<file path="config.mk">
export PLATFORM = sky130hd
export DESIGN_NAME = toy_mem_initiator
export DESIGN_NICKNAME = d
export VERILOG_FILES = /design/src/rtl/toy_mem_initiator.sv
export SDC_FILE = /design/constraint.sdc
export NUM_CORES = 1
export LEC_CHECK = 0
export ABC_AREA = 1
export CAP_MARGIN = 20
export CORE_MARGIN = 3
export CORE_UTILIZATION = 38
export DETAILED_ROUTE_END_ITERATION = 12
export GPL_TIMING_DRIVEN = 0
export PLACE_DENSITY = 0.8
export SLEW_MARGIN = 20
export SYNTH_ARGS = -nofsm -noshare
export SYNTH_HDL_FRONTEND = slang
export SYNTH_SLANG_ARGS = --single-unit
</file>
<file path="constraint.sdc">
create_clock -name clk -period 1.5 [get_ports clk]
set_input_delay 0.45 -clock clk [delete_from_list [all_inputs] [get_ports clk]]
set_output_delay 0.45 -clock clk [all_outputs]
set_load 0.02 [all_outputs]
</file>
<file path="src/rtl/toy_mem_initiator.sv">
// toy_mem_initiator: single-outstanding req/ack memory initiator between a core-side client and a memory adapter.
// Optional ack watchdog enabled by defining TOY_MEM_INIT_TIMEOUT_EN.
module toy_mem_initiator #(
  parameter logic [3:0] SRC_ID      = 4'd1,
  parameter logic [3:0] TGT_ID      = 4'd0,
  parameter int         TIMEOUT_CYC = 256
) (
  input  logic        clk,
  input  logic        rst_n,
  input  logic        cmd_vld,
  output logic        cmd_rdy,
  input  logic [31:0] cmd_addr,
  input  logic        cmd_wr,
  input  logic [3:0]  cmd_strb,
  input  logic [31:0] cmd_wdata,
  output logic        rsp_vld,
  input  logic        rsp_rdy,
  output logic [31:0] rsp_data,
  output logic        rsp_err,
  output logic        req_vld,
  input  logic        req_rdy,
  output logic [31:0] req_addr,
  output logic [31:0] req_data,
  output logic [3:0]  req_strb,
  output logic        req_opcode,
  output logic [3:0]  req_src_id,
  output logic [3:0]  req_tgt_id,
  input  logic        ack_vld,
  output logic        ack_rdy,
  input  logic        ack_opcode,
  input  logic [31:0] ack_data,
  input  logic [3:0]  ack_src_id,
  input  logic [3:0]  ack_tgt_id,
  output logic        busy
);
  typedef enum logic [1:0] {IDLE, REQ, WAIT, RSP} state_t;
  state_t      state;
  logic        opcode;
  logic [31:0] addr, wdata, rdata;
  logic [3:0]  strb;
  logic        match, expire, unused;
  assign cmd_rdy    = state == IDLE;
  assign req_vld    = state == REQ;
  assign rsp_vld    = state == RSP;
  assign ack_rdy    = state != RSP;
  assign busy       = state != IDLE;
  assign req_addr   = addr;
  assign req_data   = wdata;
  assign req_strb   = strb;
  assign req_opcode = opcode;
  assign req_src_id = SRC_ID;
  assign req_tgt_id = TGT_ID;
  assign rsp_data   = rdata;
  assign unused     = ^ack_src_id;
  // Anything accepted outside WAIT or not addressed to this request is a stale ack and is simply consumed.
  assign match = ack_vld && ack_rdy && state == WAIT && ack_tgt_id == SRC_ID && ack_opcode == opcode;
`ifdef TOY_MEM_INIT_TIMEOUT_EN
  localparam int CW = $clog2(TIMEOUT_CYC + 1);
  logic [CW-1:0] cnt;
  logic          err;
  assign expire  = state == WAIT && !match && cnt == CW'(TIMEOUT_CYC - 1);
  assign rsp_err = err;
  always_ff @(posedge clk or negedge rst_n) begin
    if (!rst_n) begin
      cnt <= '0;
      err <= 1'b0;
    end else begin
      cnt <= state == WAIT ? cnt + CW'(1) : '0;
      err <= state == WAIT ? expire : state == RSP && !rsp_rdy && err;
    end
  end
`else
  assign expire  = 1'b0;
  assign rsp_err = 1'b0;
`endif
  always_ff @(posedge clk or negedge rst_n) begin
    if (!rst_n) begin
      state  <= IDLE;
      opcode <= 1'b0;
      addr   <= '0;
      wdata  <= '0;
      strb   <= '0;
      rdata  <= '0;
    end else begin
      case (state)
        IDLE: if (cmd_vld) begin
          state  <= REQ;
          opcode <= cmd_wr;
          addr   <= cmd_addr;
          wdata  <= cmd_wdata;
          strb   <= cmd_wr ? cmd_strb : 4'b0000;
        end
        REQ: if (req_rdy) state <= WAIT;
        WAIT: if (match || expire) begin
          state <= RSP;
          rdata <= match && !opcode ? ack_data : '0;
        end
        RSP: if (rsp_rdy) state <= IDLE;
        default: state <= IDLE;
      endcase
    end
  end
endmodule

</file>
* Yosys cells after proc, flatten, opt, wreduce, memory -nomap -nowiden
Index checks and enable logic that the tools add are counted.
Cells by class: eq/ne operators 10, mux-type cells 7, reductions and logical operators 11
Operators with widths (number):
- $mux W32 | 1
- $mux W2 | 4
- $pmux W2 S4 | 1
- $ne A2 B2 Y1 const B | 3
- $logic_and A1 B1 Y1 | 5
- $eq A2 B2 Y1 const B | 2
- $eq A4 B1 Y1 const B | 1
- $mux W4 | 1
- $ne A2 B1 Y1 const B | 2
- $reduce_and A2 Y1 | 2
- $reduce_and A4 Y1 | 1
- $eq A2 B1 Y1 const B | 1
- $logic_not A2 Y1 | 1
- $reduce_bool A2 Y1 | 1
- $eq A1 B1 Y1 | 1
- $logic_not A1 Y1 | 1
Storage, ports and cells: register bits 103, logic and storage cells 34

* Longest topological paths before layout
depth in word-level cells 7, mapped depth 9

* Least setup slack after synthesis
No wires, ideal clock.
path type register -> register, start point register state[0], end point register rdata[10], in the netlist rsp_data[10], setup slack -0.089 ns, clock period less this slack 1.589 ns, data arrival time 1.524 ns, stages on the path, launching flop included 10, path buffers 1, required time 1.435 ns, cell sequence dfrtp_1 ha_1 inv_2 nand2_1 nor2_1 nand3_2 nor2_4 buf_6 nand2_1 nand2_1
On the way: longest elaborated chain between the ends 7, elaborated cells on any way between the ends 9
RTL lines:
- from (decl) | RTL line 37 | state_t state;
- from (signal assigned) | RTL line 78 | state <= IDLE;
- from (signal assigned) | RTL line 87 | state <= REQ;
- from (signal assigned) | RTL line 93 | REQ: if (req_rdy) state <= WAIT;
- $ne A2 B2 Y1 * | RTL line 45 | assign ack_rdy = state != RSP;
- net ack_rdy | RTL line 29 | output logic ack_rdy,
- $logic_and A1 B1 Y1 * (4 in series) | RTL line 56 | assign match = ack_vld && ack_rdy && state == WAIT && ack_tgt_id == SRC_ID && ack_opcode == opcode;
- $logic_and A1 B1 Y1 | RTL line 96 | rdata <= match && !opcode ? ack_data : '0;
- $mux W32 | RTL line 96
- to (signal assigned) | RTL line 96
- to (decl) | RTL line 39 | logic [31:0] addr, wdata, rdata;
The timed path passes the listed nets; every way through them passes the cells marked *. A chain may end at the register's enable or synchronous reset.

* Worst setup path in the final report
start point register state[0], end point output port req_vld
On the way: longest elaborated chain between the ends 1
RTL lines:
- $eq A2 B1 Y1 | RTL line 43 | assign req_vld = state == REQ;
- to (decl) | RTL line 20 | output logic req_vld,
Every way passes these cells.

==> impl_metrics.ini <==
[logic_synthesis]
ys_warn_count = 0
synth-seq-area-share = 0.626
netlist_instances = 474
syn_area_mm2 = 0.00412
ys_types = 17
synth.avg_cell_area_um2 = 8.68
ys_ff_latch = 103

[worst_setup_path]
critPathKind = reg -> out
worst_ep_arrival_time_ns = 1.26
start_kind = flop
endpoint_kind = output pin
crit_fanout = 4
rr_endpoint = rsp_data[14]
required_ns = 1.05
r2r_cells = 10
r2r_start = state[0]
reg2reg_slack_ns = -0.18

[grt]
antenna_found_initial = 0
grtUsageTotal = 0.214
grt_pass1_wl_um = 19800
grt_pass1_vias = 4055
grt_max_degree = 55
gr-total-overflow = 0

[drt]
via_count = 4059
routedWlPerCell_um = 15.8
via_per_inst = 4.66
finalWirelength_um = 13700
drt_iter0_markers = 232
antenna_left = 0
drt_pre_antenna_iters = 4
drc = 0

[clock_tree]
clock-root-buffer = clkbuf_8
tritoncts = yes
clk_latency_ns = 0.37
cts_hold_buf = 0
numCtsBuffers = 9
clk_path_buf_depth = 2
cts_sinks = 103
htree_levels = 3
path_clk_slew_ns = 0.09

[layout]
final_cell_mix = nand2_1 (255), clkdlybuf4s50_1 (110), dfrtp_1 (101), buf_2 (81), nand2_2 (37)
area_growth_pct = 71.4
antenna_cells = 0
multiInputGateArea_mm2 = 0.00165
drive_above_1_share = 0.333
fin_cells = 871
mostFrequentLayoutCell = nand2_1
fill_cells = 827
final-seq-area_mm2 = 0.00258
fin_nets = 851
post-route-util = 0.677

[outcome]
violations = setup timing
status = finished with violations

[floorplanning]
core_area_mm2 = 0.0104
design.die.area_mm2 = 0.0121
die_y_um = 110
start_util = 0.395
ios = 231
dieWidth_um = 110
num_rows = 37

[power_and_ir_drop]
leakage_nw = 3.80
power_density_mw_per_mm2 = 1720
ir_drop_mv = 0.993

[place]
portBuffers = 217
place_congestion = 0.690
placed_cells = 835
dp_worst_setup_slack_ns = -0.464
dpl.hpwl_um = 9200

[timing]
fmax_ghz = 0.585
period_minus_slack_ns = 1.71
finalSetupTns_ns = -5.74
setup_violations = 72
skew_ns = 0.00836
final-hold-violation-count = 0
setup_ws_ns = -0.210
worst_hold_slack_ns = 0.00780
slew_viol_final = 0
grt_setup_unrepaired = yes
period_share = 1.14

[run]
drv_cap = 0

[hold_path]
min_path_type = in -> async
==> layer usage <==
metal / GRT usage / part of all wire
met1: 0.224 / 0.35
met2: 0.385 / 0.53
met5: 0 / 0
met4: 0.0962 / 0.022
met3: 0.0728 / 0.10
==> metrics by stage <==
step	power, mW	instance area (µm²)
after floorplan	7.36	4150
after CTS	12.3	7120
after detailed placement	10.5	6520
after global routing	13.0	7050
final	12.2	7050
after global placement	10.3	6490
==> cell usage after synthesis <==
cell        n  area [µm²]
buf_2       5        25.0
o21ai_0     5        25.0
nand3_2     1        10.0
inv_2       1        3.75
nor2_4      1        11.3
buf_4      14         105
ha_1        4        50.1
or2_2       1        6.26
buf_6       3        33.8
dfrtp_1   103        2580
nor2_1      4        15.0
clkbuf_1    7        26.3
o22ai_1     1        6.26
nand3_1     3        15.0
conb_1      2        7.51
inv_1       9        33.8
nand2_1   310        1160
==> what timing repair did <==
item / CTS / global route
setup endpoints to repair: 207 / 177
cloned: 5 / 4
gates resized for setup: 404 / 163
setup buffers: 9 / 3
pin swaps: 12 / 22
==> cell families (layout without fill, tap and decap cells) <==
| group | count (synthesis) | count (layout) | share of synthesized area |
|---|---|---|---|
| AO/OA/AOI/OAI | 6 | 6 | 0.00760 |
| AND/OR/NAND/NOR | 320 | 320 | 0.297 |
| other | 2 | 9 | 0.00182 |
| flip-flops | 103 | 103 | 0.626 |
| adder cells (fa/ha/maj) | 4 | 4 | 0.0122 |
| buffers and inverters | 39 | 293 | 0.0553 |
==> state kept, by name (all words and copies together), names as in the netlist <==
register	flops
req_addr	32
req_data	32
rsp_data	32
req_strb	4
state	2
req_opcode	1
==> how the worst max path moves through the flow <==
stage | end | slack [ns] | startpoint | depth (start not counted)
2_1_floorplan | rsp_data[10] | -0.006 | state[0] | 9
3_3_place_gp | req_data[31] | -3.78 | rst_n | 1
3_5_place_dp | req_data[26] | -0.46 | cmd_vld | 7
4_1_cts | busy | -0.23 | state[1] | 4
5_1_grt | busy | -0.25 | state[0] | 4
6_report | req_vld | -0.21 | state[0] | 3
==> final cells by class <==
type / count / area share
repair buffers: 239 / 0.298
flip-flops and latches: 103 / 0.366
clock buffers: 10 / 0.0195
plain buffers: 29 / 0.0417
well taps: 136 / 0.0241
inverters: 10 / 0.00781
clock inverters: 5 / 0.00834
multi-input cells: 339 / 0.234
==> where the power goes <==
part	internal [mW]	leakage, nW	total (mW)	switching (mW)
sequential	3.83	1.33	4.44	0.609
clock	0.808	0.0944	1.74	0.932
combinational	2.44	2.38	5.99	3.54
total	7.08	3.80	12.2	5.09
==> worst max-delay path, stage by stage, from the launching register on <==
cell,delay [ns]
dfrtp_2,0.47
buf_6,0.14
ha_4,0.15
buf_6,0.13
(Power assumes the default switching activity.)
